==> src/rtl/prog_clock_gen_pkg.sv <==
// -----------------------------------------------------------------------------
// prog_clock_gen_pkg
// Shared types and constants for the programmable clock generator.
//   ch_state_t : per-channel run state (IDLE / RUN)
//   MIN_DIV    : smallest legal period in clk cycles; shorter requests are raised
//   ch_idx_w() : width of a channel-select field, never less than 1 bit
// The per-channel configuration record (div, high, en) depends on DIV_W and is
// declared as a parameterised typedef inside prog_clock_ch.
// -----------------------------------------------------------------------------
package prog_clock_gen_pkg;

    typedef enum logic [0:0] {
        IDLE = 1'b0,
        RUN  = 1'b1
    } ch_state_t;

    localparam int MIN_DIV = 2;

    function automatic int ch_idx_w(input int n);
        return (n > 1) ? $clog2(n) : 1;
    endfunction

endpackage

==> src/rtl/prog_clock_ch.sv <==
// -----------------------------------------------------------------------------
// prog_clock_ch
// One output channel of the programmable clock generator. Holds a shadow copy
// of the last accepted configuration and a pending flag; the shadow becomes
// active only while idle or on the edge that ends the current period, so the
// output never produces a runt pulse.
// Ports:
//   i_clk, i_rst_n : system clock, asynchronous active-low reset
//   i_wr           : accepted write for this channel (one-cycle strobe)
//   i_div, i_high  : requested period and high time (clamped on capture)
//   i_en           : requested run (1) / stop (0)
//   i_sync         : force a period restart on the next edge while running
//   o_pend         : a written configuration is waiting to be applied
//   o_wave         : registered divided waveform
//   o_tick         : registered pulse on the first cycle of each period
//   o_running      : channel is in RUN
// -----------------------------------------------------------------------------
module prog_clock_ch
    import prog_clock_gen_pkg::*;
#(
    parameter int DIV_W = 8
) (
    input  logic             i_clk,
    input  logic             i_rst_n,
    input  logic             i_wr,
    input  logic [DIV_W-1:0] i_div,
    input  logic [DIV_W-1:0] i_high,
    input  logic             i_en,
    input  logic             i_sync,
    output logic             o_pend,
    output logic             o_wave,
    output logic             o_tick,
    output logic             o_running
);

    typedef struct packed {
        logic [DIV_W-1:0] div;
        logic [DIV_W-1:0] high;
        logic             en;
    } ch_cfg_t;

    localparam logic [DIV_W-1:0] MIN_DIV_V = DIV_W'(MIN_DIV);
    localparam logic [DIV_W-1:0] ONE       = DIV_W'(1);

    // High time is limited against the already-clamped period so at least one
    // low cycle always remains in every period.
    function automatic ch_cfg_t clamp_cfg(input logic [DIV_W-1:0] div,
                                          input logic [DIV_W-1:0] high,
                                          input logic             en);
        ch_cfg_t c;
        c.div  = (div < MIN_DIV_V) ? MIN_DIV_V : div;
        c.high = (high > (c.div - ONE)) ? (c.div - ONE) : high;
        c.en   = en;
        return c;
    endfunction

    ch_state_t        r_state;
    logic [DIV_W-1:0] r_cnt;
    ch_cfg_t          r_act;
    ch_cfg_t          r_shd;
    logic             r_pend;
    logic             r_wave;
    logic             r_tick;

    ch_cfg_t          w_shd_in;
    logic             w_wrap;
    logic             w_apply;
    logic [DIV_W-1:0] w_cnt_inc;

    assign w_shd_in  = clamp_cfg(i_div, i_high, i_en);
    assign w_cnt_inc = r_cnt + ONE;

    // End of period: natural wrap or forced restart; only meaningful in RUN.
    assign w_wrap  = (r_state == RUN) && ((r_cnt == (r_act.div - ONE)) || i_sync);
    assign w_apply = r_pend && ((r_state == IDLE) || w_wrap);

    always_ff @(posedge i_clk or negedge i_rst_n) begin
        if (!i_rst_n) begin
            r_state <= IDLE;
            r_cnt   <= '0;
            r_act   <= '0;
            r_shd   <= '0;
            r_pend  <= 1'b0;
            r_wave  <= 1'b0;
            r_tick  <= 1'b0;
        end else begin
            // A write is only possible while nothing is pending, so a write
            // and an apply never coincide.
            if (w_apply) begin
                r_act  <= r_shd;
                r_pend <= 1'b0;
            end
            if (i_wr) begin
                r_shd  <= w_shd_in;
                r_pend <= 1'b1;
            end

            case (r_state)
                IDLE: begin
                    r_cnt <= '0;
                    if (w_apply && r_shd.en) begin
                        r_state <= RUN;
                        r_tick  <= 1'b1;
                        r_wave  <= (r_shd.high != '0);
                    end else begin
                        r_tick  <= 1'b0;
                        r_wave  <= 1'b0;
                    end
                end
                RUN: begin
                    if (w_wrap) begin
                        r_cnt <= '0;
                        if (w_apply && !r_shd.en) begin
                            r_state <= IDLE;
                            r_tick  <= 1'b0;
                            r_wave  <= 1'b0;
                        end else begin
                            r_tick <= 1'b1;
                            r_wave <= w_apply ? (r_shd.high != '0) : (r_act.high != '0);
                        end
                    end else begin
                        r_cnt  <= w_cnt_inc;
                        r_tick <= 1'b0;
                        r_wave <= (w_cnt_inc < r_act.high);
                    end
                end
                default: begin
                    r_state <= IDLE;
                    r_cnt   <= '0;
                    r_tick  <= 1'b0;
                    r_wave  <= 1'b0;
                end
            endcase
        end
    end

    assign o_pend    = r_pend;
    assign o_wave    = r_wave;
    assign o_tick    = r_tick;
    assign o_running = (r_state == RUN);

endmodule

==> src/rtl/prog_clock_gen.sv <==
// -----------------------------------------------------------------------------
// prog_clock_gen
// Multi-channel programmable clock generator. NUM_CH independent channels each
// produce a divided waveform with run-time period, high time and enable.
// Configuration writes use a valid/ready handshake and take effect at a period
// boundary.
// Optional build macro:
//   PROG_CLOCK_GEN_SYNC_EN : adds input sync_start; a one-cycle pulse restarts
//                            every running channel on the next edge.
// Ports:
//   clk, reset_n          : system clock, asynchronous active-low reset
//   sync_start            : (PROG_CLOCK_GEN_SYNC_EN only) phase-align pulse
//   cfg_valid / cfg_ready : write handshake; cfg_ready reflects the target
//                           channel's pending flag
//   cfg_ch                : target channel (out-of-range writes are dropped)
//   cfg_div, cfg_high     : period and high time in clk cycles
//   cfg_en                : 1 = run, 0 = stop after the current period
//   wave_out, tick        : registered per-channel waveform and period pulse
//   running               : per-channel RUN indication
// -----------------------------------------------------------------------------
module prog_clock_gen
    import prog_clock_gen_pkg::*;
#(
    parameter int NUM_CH = 4,
    parameter int DIV_W  = 8
) (
    input  logic                        clk,
    input  logic                        reset_n,
`ifdef PROG_CLOCK_GEN_SYNC_EN
    input  logic                        sync_start,
`endif
    input  logic                        cfg_valid,
    output logic                        cfg_ready,
    input  logic [ch_idx_w(NUM_CH)-1:0] cfg_ch,
    input  logic [DIV_W-1:0]            cfg_div,
    input  logic [DIV_W-1:0]            cfg_high,
    input  logic                        cfg_en,
    output logic [NUM_CH-1:0]           wave_out,
    output logic [NUM_CH-1:0]           tick,
    output logic [NUM_CH-1:0]           running
);

    localparam int CH_W = ch_idx_w(NUM_CH);

    logic [NUM_CH-1:0] w_pend;
    logic [NUM_CH-1:0] w_wr;
    logic              w_ready;
    logic              w_sync;

`ifdef PROG_CLOCK_GEN_SYNC_EN
    assign w_sync = sync_start;
`else
    assign w_sync = 1'b0;
`endif

    // Ready follows the addressed channel; unmapped channel numbers are
    // always ready so the write completes and is dropped.
    always_comb begin
        w_ready = 1'b1;
        for (int i = 0; i < NUM_CH; i++) begin
            if (cfg_ch == CH_W'(i)) begin
                w_ready = !w_pend[i];
            end
        end
    end

    assign cfg_ready = w_ready;

    for (genvar g = 0; g < NUM_CH; g++) begin : g_ch
        assign w_wr[g] = cfg_valid && w_ready && (cfg_ch == CH_W'(g));

        prog_clock_ch #(
            .DIV_W (DIV_W)
        ) u_ch (
            .i_clk     (clk),
            .i_rst_n   (reset_n),
            .i_wr      (w_wr[g]),
            .i_div     (cfg_div),
            .i_high    (cfg_high),
            .i_en      (cfg_en),
            .i_sync    (w_sync),
            .o_pend    (w_pend[g]),
            .o_wave    (wave_out[g]),
            .o_tick    (tick[g]),
            .o_running (running[g])
        );
    end

endmodule

==> config.mk <==
export PLATFORM = sky130hd
export DESIGN_NAME = prog_clock_gen
export DESIGN_NICKNAME = d
export VERILOG_FILES = /design/src/rtl/prog_clock_gen_pkg.sv /design/src/rtl/prog_clock_ch.sv /design/src/rtl/prog_clock_gen.sv
export SDC_FILE = /design/constraint.sdc
export NUM_CORES = 1
export LEC_CHECK = 0
export CAP_MARGIN = 20
export CORE_UTILIZATION = 62
export DETAILED_ROUTE_END_ITERATION = 6
export GPL_TIMING_DRIVEN = 1
export PLACE_DENSITY = 0.91
export SYNTH_ARGS = -nofsm -noshare
export SYNTH_HDL_FRONTEND = slang
export SYNTH_SLANG_ARGS = --single-unit
export TNS_END_PERCENT = 30
==> constraint.sdc <==
create_clock -name clk -period 3.4 [get_ports clk]
set_clock_uncertainty 0.15 [all_clocks]
set_input_delay 0.68 -clock clk [delete_from_list [all_inputs] [get_ports clk]]
set_output_delay 0.68 -clock clk [all_outputs]
set_load 0.1 [all_outputs]
Yosys cells after proc, flatten, opt, wreduce, memory -nomap -nowiden
Index checks and enable logic that the tools add are counted.
- bits of input ports: 22
- memory bits (writable): 0
- output and inout port bits: 13
- register bits: 180
- memory bits (read-only): 0
- memories kept: 0
- word-level logic and storage cells: 178
- latch bits: 0
- add/sub/neg operators: 9
- bitwise gates (word level): 4
- mux-type cells: 66
- divide/modulo/power cells: 0
- $mul: 0
- shift operators: 0
- equal/unequal tests: 7
- reduce and logical (&&, ||, !) cells: 46
- $lt $le $gt $ge: 6
- operators by type and width (cell ; number):
    case mux 8 bit (2 select lines) ; 4
    nonzero test 8 bit ; 8
    two-way mux 8 bit ; 6
    two-way mux 1 bit ; 44
    subtractor 8 x 1 -> 8 bit (second input constant) ; 5
    adder 8 x 1 -> 8 bit (second input constant) ; 4
    == test 8 bit ; 4
    less-than comparator 8 bit ; 4
    case mux 1 bit (2 select lines) ; 12
    logical AND 1 bit ; 21
    greater-than comparator 8 bit ; 1
    zero test 1 bit ; 8
    less-than comparator 8 x 2 -> 1 bit (second input constant) ; 1
    nonzero test 2 bit ; 4
    == test 2 bit (second input constant) ; 2
    logical OR 1 bit ; 4
    inverter 1 bit ; 4
    == test 2 x 1 -> 1 bit (second input constant) ; 1
    zero test 2 bit ; 1

Logic depth before layout (Yosys ltp)
Gate-level depths: netlist of the first run.
- depth after elaboration: 9
- mapped depth: 13
- gate-level depth less buffers: 13

Cells and area by module
From an unflattened synthesis of the first run, not the netlist that was laid out.
- cell total of the unflattened synthesis: 996
- area total of the unflattened synthesis: 10667.7 um^2
- modules (own cells, without submodules) (module ; cells each ; instances ; area each (um^2)):
    prog_clock_ch (g_ch[0].u_ch ...) ; 244 ; 2 ; 2606.2
    prog_clock_ch (g_ch[1].u_ch) ; 249 ; 1 ; 2700.1
    prog_clock_ch (g_ch[3].u_ch) ; 251 ; 1 ; 2690.1
    prog_clock_gen ; 8 ; 1 ; 65.1

Worst setup path after synthesis of the first run
Ideal clock, no wire load.
- kind: input-to-output
- start: input port cfg_ch[0]
- end: output port cfg_ready
- buffers on the path: 0
- required time: 2570 ps
- setup slack: -319 ps
- stages: 3
- data arrival time: 2889 ps
- cells stage by stage: nand2_1 > o21ai_0 > o21ai_0
- longest elaborated chain between the ends: 5
- RTL lines (item ; line ; source):
    from (decl) ; prog_clock_gen.sv:34 ; input logic [ch_idx_w(NUM_CH)-1:0] cfg_ch,
    zero test 2 bit ; prog_clock_gen.sv:61 ; if (cfg_ch == CH_W'(i)) begin
    two-way mux 1 bit (3 in series) ; prog_clock_gen.sv:61 ;
    two-way mux 1 bit * ; prog_clock_gen.sv:61 ;
    to (decl) ; prog_clock_gen.sv:33 ; output logic cfg_ready,
Mark *: on every way between the ends. The rest lies on a longest branch, timed or not.

Worst setup path after layout of the first run
- start: input port cfg_div[4]
- end: register g_ch[3].u_ch.r_shd[8] (netlist name)
- longest elaborated chain between the ends: 5
- RTL lines (item ; line ; source):
    from (decl) ; prog_clock_gen.sv:35 ; input logic [DIV_W-1:0] cfg_div,
    less-than comparator 8 x 2 -> 1 bit ; prog_clock_ch.sv:51 ; c.div = (div < MIN_DIV_V) ? MIN_DIV_V : div;
    two-way mux 8 bit * ; prog_clock_ch.sv:51 ;
    subtractor 8 x 1 -> 8 bit * ; prog_clock_ch.sv:52 ; c.high = (high > (c.div - ONE)) ? (c.div - ONE) : high;
    greater-than comparator 8 bit ; prog_clock_ch.sv:52 ;
    two-way mux 8 bit * ; prog_clock_ch.sv:52 ;
    to (signal assigned) ; prog_clock_ch.sv:94 ; r_shd <= w_shd_in;
    to (decl) ; prog_clock_ch.sv:60 ; ch_cfg_t r_shd;
Marks and branches as above.
A chain may end at the register's enable or synchronous reset.

==> results of run 1 <==
==> per-stage QoR <==
step	power, mW	instances
6_report	10.4	1113
5_1_grt	11.1	1113
4_1_cts	10.4	1113
3_5_place_dp	8.33	1079
3_3_place_gp	8.02	1079
2_1_floorplan	7.24	874
==> area by class of cell <==
type / instances / area [sq um]
Tap cell: 184 / 230
Inverter: 61 / 229
Sequential cell: 180 / 4500
Clock inverter: 13 / 134
Clock buffer: 19 / 433
Timing Repair Buffer: 67 / 589
Fill cell: 971 / 4010
Multi-Input combinational cell: 589 / 4630
==> power by group through the flow <==
stage          Sequential (mW)  Combinational [mW]  Clock [mW]
6_report                  4.18                4.29        1.92
5_1_grt                   4.30                4.81        2.03
4_1_cts                   4.15                4.28        1.94
3_5_place_dp              4.16                4.16           0
3_3_place_gp              4.11                3.90           0
2_1_floorplan             3.70                3.54           0
==> state kept, by name (all words and copies together), names as in the netlist <==
name,cells
g_ch.u_ch.o_tick,4
g_ch.u_ch.r_cnt,32
g_ch.u_ch.r_act,64
g_ch.u_ch.o_wave,4
g_ch.u_ch.r_shd,68
g_ch.u_ch.o_pend,4
g_ch.u_ch.o_running,4
==> cell usage in the layout, fill, tap and decap left out, drive strengths merged, types with 5 or more instances in the layout <==
cell / n
nor2: 32
nor2b: 29
mux2i: 11
a211oi: 5
nand3b: 7
nand2b: 5
mux2: 87
xnor2: 40
nand2: 88
xor2: 27
nand3: 21
and3: 8
clkbuf: 19
nor4: 24
clkdlybuf4s50: 14
o21ai: 58
buf: 47
a21o: 7
inv: 63
a21oi: 20
clkinv: 6
dfrtp: 180
dlygate4sd2: 5
nor3: 12
ha: 44
==> worst max path at each step <==
stage	startpoint	cells past startpoint	end	slack, ns
after global placement	cfg_div[1]	11	g_ch[0].u_ch.r_shd[2]$_DFFE_PN0P_	-0.57
after global routing	cfg_div[0]	12	g_ch[2].u_ch.r_shd[5]$_DFFE_PN0P_	-0.09
final	cfg_div[4]	15	g_ch[3].u_ch.r_shd[8]$_DFFE_PN0P_	0.009
after floorplan	cfg_div[1]	10	g_ch[3].u_ch.r_shd[7]$_DFFE_PN0P_	0.09
after CTS	cfg_div[6]	17	g_ch[1].u_ch.r_shd[4]$_DFFE_PN0P_	0.04
after detailed placement	cfg_div[1]	12	g_ch[3].u_ch.r_shd[7]$_DFFE_PN0P_	-0.71
==> cell usage after synthesis, types with 3 or more instances <==
| cell | instances | share of area (%) |
|---|---|---|
| sky130_fd_sc_hd__and3_1 | 8 | 0.53 |
| sky130_fd_sc_hd__nand3_1 | 19 | 1.0 |
| sky130_fd_sc_hd__nand4_1 | 3 | 0.20 |
| sky130_fd_sc_hd__mux2_4 | 17 | 2.7 |
| sky130_fd_sc_hd__a21o_1 | 7 | 0.55 |
| sky130_fd_sc_hd__buf_2 | 5 | 0.26 |
| sky130_fd_sc_hd__buf_4 | 13 | 1.0 |
| sky130_fd_sc_hd__mux2_1 | 21 | 2.5 |
| sky130_fd_sc_hd__xor2_1 | 26 | 2.4 |
| sky130_fd_sc_hd__nor3_1 | 10 | 0.53 |
| sky130_fd_sc_hd__a21boi_0 | 4 | 0.32 |
| sky130_fd_sc_hd__ha_1 | 44 | 5.8 |
| sky130_fd_sc_hd__o21a_1 | 3 | 0.24 |
| sky130_fd_sc_hd__o21ai_1 | 4 | 0.21 |
| sky130_fd_sc_hd__nor4_1 | 20 | 1.3 |
| sky130_fd_sc_hd__nand2_1 | 85 | 3.4 |
| sky130_fd_sc_hd__a211oi_1 | 5 | 0.40 |
| sky130_fd_sc_hd__nand2b_1 | 5 | 0.33 |
| sky130_fd_sc_hd__o211ai_1 | 3 | 0.24 |
| sky130_fd_sc_hd__clkbuf_1 | 22 | 0.87 |
| sky130_fd_sc_hd__mux2i_1 | 11 | 1.2 |
| sky130_fd_sc_hd__o21bai_1 | 3 | 0.24 |
| sky130_fd_sc_hd__and2_1 | 4 | 0.26 |
| sky130_fd_sc_hd__buf_6 | 4 | 0.47 |
| sky130_fd_sc_hd__inv_1 | 61 | 2.4 |
| sky130_fd_sc_hd__o21ai_0 | 54 | 2.8 |
| sky130_fd_sc_hd__nor2b_1 | 29 | 1.9 |
| sky130_fd_sc_hd__or3_1 | 3 | 0.20 |
| sky130_fd_sc_hd__nor4_2 | 4 | 0.53 |
| sky130_fd_sc_hd__xnor2_1 | 40 | 3.7 |
| sky130_fd_sc_hd__mux2_2 | 49 | 5.8 |
| sky130_fd_sc_hd__a32o_1 | 3 | 0.32 |
| sky130_fd_sc_hd__dfrtp_1 | 180 | 47 |
| sky130_fd_sc_hd__a21oi_1 | 20 | 1.1 |
| sky130_fd_sc_hd__nand3b_1 | 7 | 0.55 |
| sky130_fd_sc_hd__nor2_1 | 32 | 1.3 |
| sky130_fd_sc_hd__a31oi_1 | 3 | 0.20 |
==> kinds of logic (layout without fill, tap and decap cells) <==
kind of cell	Yosys count	after routing	share of synthesized area, %
simple gates	244	244	13.4
flops	180	180	47.5
compound gates	136	136	9.89
buf+inv	105	160	5.05
mux	98	98	12.2
xor+xnor	67	67	6.26
fa+ha+maj	44	44	5.80
==> per-layer routing <==
| layer | track usage, % | routed length, um | vias to the layer above |
|---|---|---|---|
| met5 | 0 | 0 | - |
| met4 | 13.0 | 671 | 0 |
| met3 | 7.65 | 1580 | 73 |
| met2 | 49.1 | 10700 | 272 |
| met1 | 38.0 | 9080 | 3488 |
| li1 | - | - | 3104 |
==> worst register-to-register path: stages, from the launching register on <==
cell and delay [ns]:
sky130_fd_sc_hd__dfrtp_1 0.45, sky130_fd_sc_hd__inv_1 0.09, sky130_fd_sc_hd__ha_1 0.33, sky130_fd_sc_hd__nand2_1 0.16
sky130_fd_sc_hd__a2111oi_4 0.39, sky130_fd_sc_hd__nand3_2 0.19, sky130_fd_sc_hd__o31ai_4 0.32, sky130_fd_sc_hd__nand2_2 0.35
sky130_fd_sc_hd__mux2_1 0.44
==> repair_timing <==
action | 4_1_cts | 5_1_grt
endpoints found under the setup margin | 32 | 32
gates resized for setup | 41 | 12
hold buffers | 0 | 0
endpoints found under the hold margin | 0 | 0
pin swaps | 12 | 4
setup buffers | 2 | 0
==> reports/results.txt, run 1 <==
The total count of max-transition violations in the final report came out at 0. Net switching is 40.0% of the power. Traced cell by cell, the critical path runs through clkdlybuf4s50_1, nor3_2, buf_4, buf_4, nor2_1, a21oi_2, ha_1, nor2b_1, o21a_1, o21a_1, o21bai_2, a21oi_4, buf_6, mux2_2, mux2i_1. The shortest period the worst path allows is 3.39 ns, and the total count of hold-check failures in the final report is 0. For this run, the leading register cell type out of synthesis is sky130_fd_sc_hd__dfrtp_1.

STA classifies the critical path endpoint as a flop. The initial antenna violation count came out at 0. The tools report the number of iterations in the first detailed-routing pass as 5. The routed design has 22.0 mm of wire. The final routed wire length divided by cell count was 19.8 um. Share of the cycle needed by the critical path after routing: 99.7%.

The arrival time of the worst setup path is 3.60 ns, and the number of sinks driven by the clock tree is 180. For this run, the top clock speed supported by timing is 295 MHz. The utilization after layout was 72.8%.

The kind of cell adding the most delay to the critical path was buffers and inverters. The register share of total power came out at 40.2%. The number of antenna diodes in the final layout is 0. The count of nets left with antenna violations after detail routing was 0; the y dimension of the die was 126 um. Per report_power, the clock group accounts for 18.5% of the total. Launching point of the worst reg2reg path: g_ch[1].u_ch.r_act[9]$_DFFE_PN0P_. For the internal reg-to-reg setup slack, the log shows 0.42 ns. The worst path meets setup with 0.00903 ns of slack. Routability-driven placement finished with a final weighted congestion of 0.944. For the post-route setup TNS, the log shows 0 ns.

The maximum number of buffers from clock root to sink was 2; the wire length of the first global-routing pass was 36.5 mm. The vias after detailed routing came out at 6937. The worst hold path belongs to the class input port to asynchronous set/reset pin. In this run the worst path has a maximum fanout of 4. The net count of the mapped netlist is 940, and the post-synthesis instance area is 0.00949 sq mm. The root buffer cell chosen for the clock tree is sky130_fd_sc_hd__clkbuf_16. Together, buffers and inverters on the worst path number 4. TritonCTS created 17 clock buffers. The switching power is 4.16 mW, and the fraction of registers with async set/reset is 100%. On the final layout, the worst hold slack is 0.0456 ns. The number of cells produced by synthesis was 874. The area of the core region is 0.0148 sq mm, and the floorplan row count is 44. Summed over all layers, the global routing overflow is 0. The tools report the cell area after placement as 0.0100 sq mm.

Summing the sequential cell areas from Yosys gives 47.5% of the chip area. The count of boundary I/O pins is 35. The post-synthesis area per instance is 10.9 sq um, and the number of DRC markers in iteration 0 is 589. The run gives 4 as the number of levels the H-tree was split into. The net count of the finished layout is 982. The slew at the pin closest to its max-slew limit was 1.03 ns. In this run the tool buffered the top-level ports with 34 buffer cells. The worst reg2reg path endpoint was g_ch[1].u_ch.r_act[13]$_DFFE_PN0P_.

Yosys printed 0 warnings. Dividing the detail-routed via count by the number of cells gives 6.23. After clock tree synthesis, the clock-pin slew on the worst setup and hold paths is 0.07 ns. Combinational logic burns 41.3% of the power. Max-cap violations in this run came to 0.

Relative to the synthesized area, the layout overhead comes to 13.3%. Once the floorplan was initialized, standard cells occupied 64.3% of the core. TritonCTS built the clock tree. The internal power of the cells totals 6.24 mW.

The post-synthesis cell type count was 71. Counting flops and latches in the post-synthesis netlist gives 180. The worst pin sits at a relative slew slack of 31.5%. In the routed design, unresolved DRC markers number 0.

The worst register-to-register path has a depth of 8. The run gives 5.08 nW as the cell leakage power. The run gives 63 as the pin count of the biggest net entering global routing.

After routing the design area is 0.0107 sq mm. Before CTS, the worst setup slack after placement is -0.713 ns. STA puts the critical path data required time at 3.61 ns.

Global routing consumed, over all layers together, 30.0% of the routing resources. The via count of the first global-routing pass came out at 7237. Power density of the placed cells: 968 mW/mm^2.

The run finished with clean final reports. The x dimension of the die was 126 um; the worst IR drop on VDD was 0.585 mV. For this run, the slowest stage of the critical path takes 0.56 ns. Summed over all nets, the half-perimeter wirelength after detailed placement is 15.2 mm. The fraction of layout cells with a size suffix above 1 was 20.0%. On the critical path, the stage with the largest delay is an instance of sky130_fd_sc_hd__clkdlybuf4s50_1. The later pin in the worst-skew pair is clocked with a latency of 0.44 ns.

The die covers 0.0158 sq mm. The worst setup path is launched from an input port. Setup violations remaining at the end of the flow were counted as 0.

In this run, synthesis inferred 0 flip-flops with an integrated enable. Class of the most critical setup path: input port to flop.
Power figures use the tool's default switching activity.
==> run 2, diff against run 1 <==
- CORE_MARGIN: unset -> 2
- PLACE_DENSITY: 0.91 -> 0.9
- SYNTH_HIERARCHICAL: unset -> 1
==> reports/results.txt, run 2 <==
The total overflow left after global routing is 0. The area added between synthesis and finish came out at 18.6%. Counting stages on the worst path, the most repeated cell is sky130_fd_sc_hd__a21o_1. Register bank with the most flops: g_ch.u_ch/r_shd.

Across the VDD grid, the largest voltage drop is 0.424 mV. Final routed DRC violation total: 1. Ranked by instance count, the synthesized netlist is headed by sky130_fd_sc_hd__dfrtp_1 (180), sky130_fd_sc_hd__ha_1 (68), sky130_fd_sc_hd__inv_1 (68). TritonCTS built the clock tree. The number of clock buffers inserted by TritonCTS is 17, and the antenna diode count is 0. The Yosys step of the flow raised 6 warnings. The cell leakage power is 6.00 nW, and the count of final setup violators is 1.

The die is 135 um tall. The total detailed-routing wirelength is 30.1 mm, and the data required time of the critical path is 3.57 ns. The arrival time of the worst setup path was 3.61 ns. The cell family contributing the most delay on the critical path is simple AND/OR/NAND/NOR gates. The run gives 2 as the maximum number of buffers from clock root to sink. Leaving out fill and tap cells, the most frequent cells in the layout are sky130_fd_sc_hd__dfrtp_1 (180), sky130_fd_sc_hd__buf_4 (105), sky130_fd_sc_hd__inv_1 (68), sky130_fd_sc_hd__ha_1 (68). The fraction of registers with async set/reset is 100%.

Cells with a size suffix above 1 make up 26.7% of the layout. The worst setup path is of the input port to flop kind. In the global route stage, overall resource usage came out at 32.8%. The run gives 0 as the hold buffer count at cts.

The slew at the pin closest to its max-slew limit is 1.02 ns, and the final-layout worst hold slack is 0.0406 ns. For the final total power, the log shows 9.12 mW. The worst setup path is captured at a flop. The register with the most flip-flops in the layout has 68 of them. The worst setup slack after layout is -0.0340 ns. Type of the worst min-delay path: input port to asynchronous set/reset pin. The initial antenna violation count came out at 0. The tools report the number of levels the H-tree was split into as 4. The shortest period the worst path allows works out to 3.43 ns.

Measured along the x axis, the die boundary spans 135 um. The number of cells produced by synthesis was 996. In this run the standard cell core region covers 0.0167 sq mm.

The power density of the placed cells was 721 mW/mm^2; the total count of max-transition violations in the final report was 0. The tools report the number of sinks driven by the clock tree as 180. Across the run, the number of max-cap violations was 0. The startpoint type of the worst setup path was an input port. Traced cell by cell, the critical path runs through clkdlybuf4s15_1, or4_4, or3_4, nor3b_2, a21oi_1, ha_1, a21o_1, a21o_1, o22ai_4, mux2_4, mux2_2.

The count of buffering cells on the critical path with inverters included is 1. The detailed router finished its first iteration with 883 violations. In this run, distinct cell masters in the synthesized netlist total 75.

During I/O placement, the number of pins put on the boundary was 35. Leaving out fill and tap cells, the most frequent cell in the layout is sky130_fd_sc_hd__dfrtp_1. For the worst-skew pair, the clock arrives at the later sink with an insertion delay of 0.44 ns. The final reports fail on DRC, setup timing.

Once the floorplan was initialized, standard cells occupied 63.9% of the core. The synthesized design spends more area on one cell type than any other, namely sky130_fd_sc_hd__dfrtp_1. The most used flip-flop cell after synthesis is sky130_fd_sc_hd__dfrtp_1. At the end of routability-driven placement, the weighted congestion stood at 0.898. The via count of the first global-routing pass was 9116; the share of the cycle needed by the critical path after routing was 101%. Sorting the synthesized cells by area gives the leading types as sky130_fd_sc_hd__dfrtp_1 (42%), sky130_fd_sc_hd__ha_1 (8.0%), sky130_fd_sc_hd__mux2_2 (6.4%). The run gives 0 as the count of nets left with antenna violations after detail routing. The largest registers in the layout are g_ch.u_ch/r_shd x68, g_ch.u_ch/r_act x64, g_ch.u_ch/r_cnt x32. The wire-length estimate of the detail-placed layout is 18.4 mm. Total count of hold-check failures in the final report: 0. Input and output buffers added on the ports amount to 34. The top cell type by area accounts for 42.2% of the synthesized area. The count of flip-flops with a built-in enable after synthesis is 0, and the final routed wire length divided by cell count is 22.2 um. Post-synthesis instance area: 0.0107 sq mm.

Entering global routing, the biggest net connects 56 pins. Detailed routing inserted a total of 8892 vias. The final-stage net count is 1213, and the number of iterations in the first detailed-routing pass is 7. The die covers 0.0183 sq mm.

The run gives 291 MHz as the peak clock frequency supported by timing. The tree is rooted in a sky130_fd_sc_hd__clkbuf_16. After floorplanning, the core was divided into 47 placement rows.

The run finished, with violations left. The post-synthesis area per instance is 10.7 sq um, and the worst-case headroom to the max-slew limit is 32.2%. The longest individual stage delay on the worst path works out to 0.46 ns. The register clock-pin slew on the reported worst setup and hold paths was 0.06 ns. The first global-routing pass estimated 46.4 mm of wire. Of all nets on the critical path, the largest fanout is 4.

The worst-path cell with the longest stage delay is sky130_fd_sc_hd__or4_4. After synthesis the netlist holds a flip-flop and latch count of 180. In the routed layout, each cell is associated on average with a via count of 6.56. OpenSTA, run right after detailed placement, puts the worst setup slack at -0.769 ns. For the portion of the post-synthesis area used by sequential elements, the log shows 42.2%. sky130_fd_sc_hd__dfrtp_1 is the most common cell in the netlist.
-- run 2: cell count changes in the layout (fill, tap and decap cells not counted), sizes merged, moves of 9 or more --
cell,previous run,this run
mux2,87,100
clkbuf,19,28
nor2,32,53
a21oi,20,29
and2,4,18
a21o,7,18
ha,44,68
nand3,21,38
o311ai,0,9
nand2,88,61
buf,47,110
o21ai,58,40
-- run 2: timing repair --
item                       in CTS  in global routing
resized for setup              21                 36
pin swaps                       2                  7
gates cloned                    0                  1
buffers inserted                1                  2
setup endpoints to repair      32                 32
-- run 2: final cells by class --
class	count	area [sq um]
multi-input cells	727	5960
flip-flops and latches	180	4500
fillers	963	4050
repair buffers	129	1020
clock buffers	23	468
well taps	220	275
inverters	68	255
clock inverters	8	173
-- run 2: metal layers --
layer	track usage, %	wire (um)	part of all wire (%)
met1	39.2	11300	38
met3	7.63	2320	7.7
met4	18.7	2010	6.7
met5	0	0	0
met2	54.8	14400	48
-- run 2: cell families (layout without fill, tap and decap cells) --
logic type / after synthesis / in the layout / synth area share [%]
xor+xnor: 76 / 76 / 6.24
simple gates: 300 / 300 / 15.1
buf+inv: 96 / 228 / 4.15
fa+ha+maj: 68 / 68 / 7.98
mux: 114 / 114 / 13.4
flops: 180 / 180 / 42.2
compound gates: 161 / 162 / 10.9
other cells: 1 / 7 / 0.0352
-- run 2: metrics by stage --
| stage | setup TNS, ns | utilization, % | cell area [sq um] | std cells |
|---|---|---|---|---|
| after CTS | 0 | 75.2 | 12600 | 1352 |
| final | -0.0340 | 75.8 | 12700 | 1355 |
| after detailed placement | -20.78 | 71.0 | 11900 | 1320 |
| after global placement | -17.78 | 71.0 | 11900 | 1320 |
| after floorplan | -0.117 | - | 10700 | 1002 |
| after global routing | -0.460 | 75.8 | 12700 | 1355 |
-- run 2: worst paths after layout --
kind | slack, ns | cells after the start | start | to
worst max-delay path | -0.03 | 11 | cfg_div[0] | g_ch[1].u_ch/r_shd[1]$_DFFE_PN0P_
worst min-delay path | 0.04 | 1 | reset_n | g_ch[0].u_ch/r_cnt[1]$_DFF_PN0_
worst min register to register | 0.36 | 1 | g_ch[1].u_ch/r_shd[15]$_DFFE_PN0P_ | g_ch[1].u_ch/r_shd[15]$_DFFE_PN0P_
worst max register to register | 0.27 | 6 | g_ch[2].u_ch/r_act[9]$_DFFE_PN0P_ | g_ch[2].u_ch/r_act[15]$_DFFE_PN0P_
min in group clk | 0.36 | 1 | g_ch[1].u_ch/r_shd[15]$_DFFE_PN0P_ | g_ch[1].u_ch/r_shd[15]$_DFFE_PN0P_
max in group asynchronous | 2.27 | 2 | reset_n | g_ch[1].u_ch/r_cnt[6]$_DFF_PN0_
-- run 2: power breakdown --
group / leakage (nW) / internal [mW] / switching [mW]
combinational: 3.47 / 1.58 / 1.78
sequential: 2.21 / 2.81 / 0.774
clock: 0.312 / 1.34 / 0.831
